File: src/rtl/intr_ctrl.sv
// Priority interrupt controller: latches irq rising edges into PENDING, applies
// MASK and in-service nesting, raises int_out to the CPU and supplies the
// winning source index as the vector word during the CPU's intack cycle.
// MASK / PENDING / EOI / STATUS live in a 4-word memory-mapped window.
module intr_ctrl #(
  parameter int          N_SRC     = 4,
  parameter logic [11:0] BASE_ADDR = 12'hA00,
  parameter logic [15:0] SPUR_VEC  = 16'h0007
) (
  input  logic             clk,
  input  logic             rst,
  input  logic [N_SRC-1:0] irq,
  output logic             int_out,
  input  logic             intack,
  output logic [15:0]      vec_out,
  input  logic [11:0]      bus_addr,
  input  logic [15:0]      bus_wdata,
  input  logic             bus_we,
  output logic [15:0]      bus_rdata,
  output logic             bus_hit
);

  localparam int GW = (N_SRC > 1) ? $clog2(N_SRC) : 1;
  localparam logic [N_SRC-1:0] ONE_N = N_SRC'(1);

  // Register offsets inside the window
  localparam logic [1:0] OFS_MASK   = 2'd0;
  localparam logic [1:0] OFS_PEND   = 2'd1;
  localparam logic [1:0] OFS_EOI    = 2'd2;
  localparam logic [1:0] OFS_STATUS = 2'd3;

  typedef enum logic {
    IDLE = 1'b0,
    REQ  = 1'b1
  } state_t;

  state_t           state_reg, state_next;
  logic [N_SRC-1:0] mask_reg, mask_next;
  logic [N_SRC-1:0] pending_reg, pending_next;
  logic [N_SRC-1:0] in_service_reg, in_service_next;
  logic [N_SRC-1:0] irq_q_reg;
  logic [GW-1:0]    grant_reg, grant_next;

  logic [N_SRC-1:0] rise;
  logic [N_SRC-1:0] above;
  logic [N_SRC-1:0] eligible;
  logic [GW-1:0]    winner;

  logic [11:0]      offset;
  logic [1:0]       reg_sel;
  logic             wr_mask, wr_pend, wr_eoi;

  logic [15:0]      mask_ext, pend_ext;
  logic [7:0]       isr_ext;

  // Upper data bits beyond the source count carry no register state.
  logic             unused_wdata;
  assign unused_wdata = ^bus_wdata[15:N_SRC];

  // Only a 0->1 transition of an irq line raises a request.
  assign rise = irq & ~irq_q_reg;

  // A source may interrupt only if every in-service bit at or above its
  // priority (index <= its own) is clear; with nothing in service all pass.
  generate
    for (genvar gi = 0; gi < N_SRC; gi++) begin : g_above
      assign above[gi] = ~|in_service_reg[gi:0];
    end
  endgenerate

  assign eligible = pending_reg & mask_reg & above;

  // Fixed-priority encoder: lowest eligible index wins.
  always_comb begin
    winner = '0;
    for (int i = N_SRC - 1; i >= 0; i--) begin
      if (eligible[i]) winner = GW'(i);
    end
  end

  // Window decode; unsigned wrap of the subtraction rejects addresses below the base.
  assign offset  = bus_addr - BASE_ADDR;
  assign bus_hit = (offset < 12'd4);
  assign reg_sel = offset[1:0];
  assign wr_mask = bus_we && bus_hit && (reg_sel == OFS_MASK);
  assign wr_pend = bus_we && bus_hit && (reg_sel == OFS_PEND);
  assign wr_eoi  = bus_we && bus_hit && (reg_sel == OFS_EOI);

  // Next-state, grant and register updates; edge-set is applied last so a new
  // request survives a same-cycle W1C or acknowledge clear.
  always_comb begin
    state_next      = state_reg;
    grant_next      = grant_reg;
    mask_next       = wr_mask ? bus_wdata[N_SRC-1:0] : mask_reg;
    pending_next    = pending_reg;
    in_service_next = in_service_reg;

    if (wr_pend) pending_next = pending_next & ~bus_wdata[N_SRC-1:0];

    // EOI retires the highest-priority (lowest-index) in-service source,
    // evaluated on the old in_service before any acknowledge sets a bit.
    if (wr_eoi) in_service_next = in_service_reg & (in_service_reg - ONE_N);

    case (state_reg)
      IDLE: begin
        if (|eligible) begin
          grant_next = winner;
          state_next = REQ;
        end
      end
      REQ: begin
        if (intack) begin
          // grant_reg is held through the acknowledge cycle
          pending_next[grant_reg]    = 1'b0;
          in_service_next[grant_reg] = 1'b1;
          state_next                 = IDLE;
        end else if (|eligible) begin
          grant_next = winner;
        end else begin
          state_next = IDLE;
        end
      end
      default: state_next = IDLE;
    endcase

    pending_next = pending_next | rise;
  end

  // State and register file update with synchronous reset.
  always_ff @(posedge clk) begin
    if (rst) begin
      state_reg      <= IDLE;
      grant_reg      <= '0;
      mask_reg       <= '0;
      pending_reg    <= '0;
      in_service_reg <= '0;
      irq_q_reg      <= '0;
    end else begin
      state_reg      <= state_next;
      grant_reg      <= grant_next;
      mask_reg       <= mask_next;
      pending_reg    <= pending_next;
      in_service_reg <= in_service_next;
      irq_q_reg      <= irq;
    end
  end

  assign int_out = (state_reg == REQ);

  // Vector word: granted index while requesting, otherwise the spurious vector.
  always_comb begin
    vec_out = SPUR_VEC;
    if (state_reg == REQ) begin
      vec_out           = '0;
      vec_out[GW-1:0]   = grant_reg;
    end
  end

  // Zero-extend register fields to the bus width.
  always_comb begin
    mask_ext               = '0;
    pend_ext               = '0;
    isr_ext                = '0;
    mask_ext[N_SRC-1:0]    = mask_reg;
    pend_ext[N_SRC-1:0]    = pending_reg;
    isr_ext[N_SRC-1:0]     = in_service_reg;
  end

  // Combinational register read mux; EOI and out-of-window addresses read zero.
  always_comb begin
    bus_rdata = '0;
    if (bus_hit) begin
      case (reg_sel)
        OFS_MASK:   bus_rdata = mask_ext;
        OFS_PEND:   bus_rdata = pend_ext;
        OFS_EOI:    bus_rdata = '0;
        OFS_STATUS: bus_rdata = {isr_ext, 5'b0, (state_reg == REQ), 2'b0};
        default:    bus_rdata = '0;
      endcase
    end
  end

endmodule

File: config.mk
export PLATFORM = sky130hd
export DESIGN_NAME = intr_ctrl
export DESIGN_NICKNAME = d
export VERILOG_FILES = /design/src/rtl/intr_ctrl.sv
export SDC_FILE = /design/constraint.sdc
export NUM_CORES = 1
export LEC_CHECK = 0
export CORE_MARGIN = 2
export CORE_UTILIZATION = 38
export DETAILED_ROUTE_END_ITERATION = 12
export PLACE_DENSITY = 0.84
export SETUP_SLACK_MARGIN = 0.1
export SLEW_MARGIN = 20
export SYNTH_ARGS = -nofsm -noshare
export SYNTH_HDL_FRONTEND = slang
export SYNTH_SLANG_ARGS = --single-unit
File: constraint.sdc
create_clock -name clk -period 2 [get_ports clk]
set_clock_uncertainty 0.2 [all_clocks]
set_input_delay 0.4 -clock clk [delete_from_list [all_inputs] [get_ports clk]]
set_output_delay 0.4 -clock clk [all_outputs]
set_load 0.01 [all_outputs]
==> results of run 1 <==
==> cells by family (layout without fill, tap and decap cells) <==
logic type,after synthesis,in the layout,share of synthesized area
other cells,1,21,0.00298
xor+xnor,1,1,0.0129
mux,5,5,0.0408
buf+inv,32,63,0.189
simple gates,54,54,0.276
compound gates,32,32,0.166
fa+ha+maj,1,1,0.00995
flops,19,19,0.302
==> power groups by stage <==
stage | clock network, mW | logic [mW] | registers [mW]
after floorplan | 0 | 0.110 | 0.402
after global placement | 0 | 0.150 | 0.402
after detailed placement | 0 | 0.152 | 0.403
after CTS | 0.207 | 0.148 | 0.394
after global routing | 0.217 | 0.164 | 0.395
final | 0.200 | 0.151 | 0.394
==> metal layers <==
metal,up-vias,part of all wire
met3,2,0.051
met5,-,0
met1,554,0.44
met4,0,0.0043
li1,572,-
met2,35,0.51
==> final timing paths <==
path                                                    from                         to  slack (ps)  cells past startpoint
worst max register to register  in_service_reg[0]$_SDFF_PP0_  grant_reg[0]$_SDFFE_PP0P_         530                      4
worst max-delay path                             bus_addr[9]               bus_rdata[0]        -290                      8
worst min register to register       irq_q_reg[1]$_SDFF_PP0_  pending_reg[1]$_SDFF_PP0_         290                      2
worst min-delay path                 irq_q_reg[1]$_SDFF_PP0_  pending_reg[1]$_SDFF_PP0_         290                      2
==> cell type report <==
type	instances	share of cell area
clock buffer	3	0.0127
tap	44	0.0309
sequential	19	0.214
clock inverter	1	0.00281
multi-input combinational	114	0.444
inverter	5	0.0176
timing repair buffer	54	0.277
==> critical path, stage by stage <==
cell and delay [ps]:
buf_8 80, inv_8 30, ha_4 230, and4bb_2 270
nand4_4 170, buf_6 180, nor3_4 180, buf_2 160
==> synthesized netlist by cell type (all sizes together) <==
| library cell | instances | area (sq um) |
|---|---|---|
| nor2b | 5 | 31.3 |
| nand2 | 7 | 26.3 |
| a21oi | 14 | 73.8 |
| or2 | 2 | 12.5 |
| dfxtp | 19 | 380 |
| nor2 | 5 | 18.8 |
| a21o | 1 | 7.51 |
| o22ai | 1 | 6.26 |
| o221ai | 1 | 15.0 |
| ha | 1 | 12.5 |
| nand2b | 8 | 52.6 |
| a211oi | 1 | 12.5 |
| or3 | 2 | 17.5 |
| and2 | 5 | 32.5 |
| and4 | 1 | 10.0 |
| buf | 26 | 206 |
| and4bb | 1 | 12.5 |
| o21ai | 6 | 30.0 |
| conb | 1 | 3.75 |
| mux2 | 1 | 11.3 |
| inv | 5 | 18.8 |
| o31ai | 1 | 7.51 |
| nand4 | 6 | 50.0 |
| nor3 | 4 | 31.3 |
| nand3b | 2 | 15.0 |
| o41ai | 3 | 26.3 |
| dlymetal6s2s | 1 | 12.5 |
| xor2 | 1 | 16.3 |
| nand4bb | 1 | 11.3 |
| o211ai | 3 | 22.5 |
| nand3 | 5 | 25.0 |
| a22oi | 1 | 7.51 |
| mux2i | 4 | 40.0 |
==> cell usage in the layout (no fill, tap or decap), types with 2 or more instances in the layout <==
cell type | synthesis | final
conb_1 | 1 | 21
dlygate4sd2_1 | 0 | 14
clkbuf_4 | 0 | 3
mux2i_1 | 4 | 4
a21oi_1 | 13 | 13
nand3b_1 | 2 | 2
nor2_1 | 5 | 3
nor2b_1 | 5 | 5
o41ai_1 | 3 | 3
nand2b_1 | 7 | 7
dfxtp_1 | 19 | 18
nor3_4 | 1 | 4
buf_2 | 0 | 6
nand2_1 | 7 | 7
o211ai_1 | 3 | 3
or2_2 | 2 | 2
o21ai_0 | 5 | 3
buf_4 | 23 | 12
nand4_1 | 4 | 4
buf_8 | 0 | 2
inv_1 | 5 | 2
o21ai_1 | 1 | 2
and2_1 | 4 | 3
nor2_4 | 0 | 2
clkdlybuf4s50_1 | 0 | 11
buf_6 | 3 | 8
nand3_1 | 5 | 5
==> timing repair <==
action,in CTS,in global routing
setup buffers,5,1
cloned,0,0
gates resized for setup,76,6
endpoints found under the setup margin,25,14
pin swaps,13,5
==> results.yml, run 1 <==
run_status:
  outcome: "finished, violations left"
  violations: "negative setup slack"
grt:
  met1_usage: 0.209
  track_usage: 0.165
  globalRouteOverflowTotal: 0
  met2_usage: 0.284
  antenna_found_initial: 0
  grt.busiest_layer: "met2"
  grt_pass1_wl_mm: 4.56
  met3_usage: 0.0462
  grt_pass1_vias: 1039
  grt_max_degree: 15
worst_setup_path:
  cp-start-kind: "primary input"
  crit_required_ps: 1400
  worstPathArrival_ps: 1690
  endpoint_kind: "output port"
  path_max_fanout: 4
  path_class: "in -> out"
place:
  dpl_cell_area_sq_um: 1710
  numPortBuffers: 36
  place_inst: 232
  place.gp.congestion: 0.838
  hpwl_mm: 2.33
  pre_cts_ws_ps: -1200
finish:
  layout.nets: 234
  final_layout_size_suffix_gt1_frac: 0.306
  final_cell_area_sq_um: 1780
  utilization: 0.573
  layout.area.seq_sq_um: 382
  nFillCells: 278
  multi_input_area_sq_um: 791
  instances_no_fill: 240
  antenna_cells: 0
  area_growth_pct: 41.5
floorplanning:
  dieArea_sq_um: 3790
  core_area_sq_um: 3100
  die_h_microns: 61.5
  row_count: 20
  pin_count: 70
  initial_core_util: 0.405
  die_x_microns: 61.5
power_and_ir_drop:
  peakVddDrop_uv: 551
  p_int_uw: 537
  power.total_uw: 745
  sequentialPowerShare: 0.529
  p_sw_frac: 0.279
  clkPwrFrac: 0.269
  power_frac_comb: 0.202
  p_sw_uw: 208
  p_leak_nw: 0.756
  power_density_nw_per_um2: 419
timing:
  setup_viol: 9
  holdWs_ps: 289
  fin_crit_sh: 1.15
  tns_ps: -1940
  grt_setup_unrepaired: "yes"
  setup_ws_ps: -294
  layout_min_cycle_time_ps: 2290
  fmax_ghz: 0.436
  hold_violations: 0
  finalMaxSlewViolations: 0
clock_network:
  cts_made_buffers: 3
  cts_max_path_buffers: 2
  path_clk_slew_ps: 110
  clock_latency_ps: 300
  htreeDepth: 1
  cts.sinks: 19
  cts_root_buffer: "clkbuf_4"
  tritoncts: "built"
  cts-hold-fix-buffers: 0
detailed_routing:
  drc: 0
  ant_nets: 0
  drt_iter0_drc: 26
  routed_wl_mm: 3.02
  vias: 1163
  dr.pass1.iters: 4
  post_drt_wl_per_cell_microns: 12.6
  routed_via_density: 4.85
synth:
  avgSynthCellArea_sq_um: 8.67
  ys_warn_count: 0
  yosysSeqAreaShare: 0.302
  synthCells: 145
  ys_seq_elements: 19
  synthDistinctLibCells: 41
  synth_area_sq_um: 1260
flow_run:
  cap_violations: 0
worst_hold_path:
  min_path_type: "reg -> reg"
No activity file was read; power rests on OpenSTA's default activity.
==> run 2, diff against run 1 <==
Settings changed: CAP_MARGIN set to 20, CORE_MARGIN 2 to unset, SETUP_SLACK_MARGIN 0.1 to 0.2.
==> run 2 against run 1 <==
The flow still finishes with violations (negative setup slack). Clock power barely moved. Critical path depth stayed put. First-iteration DRC count up 96%. Flip-flop and latch count unchanged. Power grew 0.36%. Die area fell by 6.4%. Non-clock buffer count grew 4. Fmax up 2.6%. Sequential share of layout area down 0.30 points.
==> results.yml, run 2 (synthesis results as in run 1) <==
clock_network:
  cts_root_buffer: "clkbuf_4"
  cts.sinks: 19
  htreeDepth: 1
  tritoncts: "built"
  cts_max_path_buffers: 2
  cts_made_buffers: 3
  cts-hold-fix-buffers: 0
  path_clk_slew_ps: 110
  clock_latency_ps: 310
worst_setup_path:
  path_class: "in -> out"
  rr_startpoint: "in_service_reg[0]$_SDFF_PP0_"
  setup.worst_path.start: "bus_addr[9]"
  crit_chain: "buf_8 > inv_8 > ha_4 > and4bb_2 > nand4_4 > buf_12 > nor3_4 > buf_2"
  critPathMaxStageDelay_ps: 270
  cp_top_family: "simple AND/OR/NAND/NOR gates"
  crit_required_ps: 1400
  endpoint_kind: "output port"
  path_max_fanout: 3
  worstPathArrival_ps: 1640
  cp.buffers_inverters: 4
  cpMaxStageDelayCell: "and4bb_2"
  cp-start-kind: "primary input"
detailed_routing:
  drt_iter0_drc: 51
  post_drt_wl_per_cell_microns: 12.4
  routed_wl_mm: 3.03
  dr.pass1.iters: 4
  met1_length_mm: 1.26
  highest_layer: "met4"
  routed_via_density: 4.85
  vias: 1184
  wl_met3_microns: 205
  dr_wl_met2_mm: 1.48
  ant_nets: 0
  drc: 0
timing:
  setup_viol: 10
  layout_min_cycle_time_ps: 2240
  holdWs_ps: 279
  fmax_ghz: 0.447
  grt_setup_unrepaired: "yes"
  hold_violations: 0
  finalMaxSlewViolations: 0
  fin_crit_sh: 1.12
  tns_ps: -1680
  setup_ws_ps: -236
finish:
  final_cell_mix: "conb_1, dfxtp_1, buf_4"
  antenna_cells: 0
  instances_no_fill: 244
  area_growth_pct: 44.0
  layout_commonest_cell: "conb_1"
  layout.nets: 238
  utilization: 0.583
  final_layout_size_suffix_gt1_frac: 0.330
  final_cell_area_sq_um: 1810
place:
  dpl_cell_area_sq_um: 1740
  place.gp.congestion: 0.846
  place_inst: 234
  hpwl_mm: 2.31
  numPortBuffers: 36
worst_hold_path:
  hp-start: "irq_q_reg[2]$_SDFF_PP0_"
  min_path_type: "reg -> reg"
run_status:
  outcome: "finished, violations left"
  violations: "negative setup slack"
floorplanning:
  die_h_microns: 59.5
  dieArea_sq_um: 3540
  core_area_sq_um: 3100
  row_count: 20
  die_x_microns: 59.5
  pin_count: 70
  initial_core_util: 0.405
grt:
  globalRouteOverflowTotal: 0
  grt_pass1_wl_mm: 4.70
  track_usage: 0.178
  antenna_found_initial: 0
  grt_max_degree: 15
  grt_pass1_vias: 1068
flow_run:
  cap_violations: 0
power_and_ir_drop:
  p_leak_nw: 0.776
  peakVddDrop_uv: 450
  power_density_nw_per_um2: 413
==> run 2: changes by cell type in the layout (fill, tap and decap cells not counted), sizes merged <==
cell,before,now
clkbuf,3,4
clkinv,1,0
buf,29,33
==> run 2: layout make-up <==
| class | count | area [sq um] |
|---|---|---|
| fill | 279 | 1290 |
| multi-input combinational | 114 | 800 |
| timing repair buffer | 58 | 515 |
| sequential | 19 | 383 |
| tap | 44 | 55.1 |
| inverter | 5 | 31.3 |
| clock buffer | 4 | 26.3 |
==> run 2: stage by stage <==
step / total power, mW / setup WS [ps]
after floorplan: 0.512 / -2.66
after global placement: 0.551 / -1140
after detailed placement: 0.554 / -1180
after CTS: 0.742 / -230
after global routing: 0.776 / -280
final: 0.748 / -236
==> run 2: per-layer routing <==
layer / global-route usage / vias up
li1: - / 581
met1: 0.223 / 534
met2: 0.294 / 58
met3: 0.0546 / 11
met4: 0.0532 / 0
met5: 0 / -
==> run 2: final timing paths <==
| kind | to | slack, ps | cells after the start |
|---|---|---|---|
| min reg2reg | pending_reg[2]$_SDFF_PP0_ | 280 | 2 |
| max | bus_rdata[0] | -240 | 8 |
| max reg2reg | grant_reg[0]$_SDFFE_PP0P_ | 490 | 4 |
| min | pending_reg[2]$_SDFF_PP0_ | 280 | 2 |
==> run 2: worst min-delay path: stages (launching register included) <==
cell and delay, ps:
dfxtp_1 310, nand2b_1 90, a21oi_1 60
==> run 2: what timing repair did <==
action                                  CTS  global route
cloned                                    0             0
resized for setup                        77             5
pin swaps                                20            10
setup buffers                             5             1
endpoints found under the setup margin   25            19
==> run 2: power by group <==
part / leakage, nW / internal [mW] / switching [mW]
registers: 0.156 / 0.389 / 0.00653
logic: 0.604 / 0.0769 / 0.0785
clock network: 0.0150 / 0.0779 / 0.119
total: 0.776 / 0.543 / 0.204
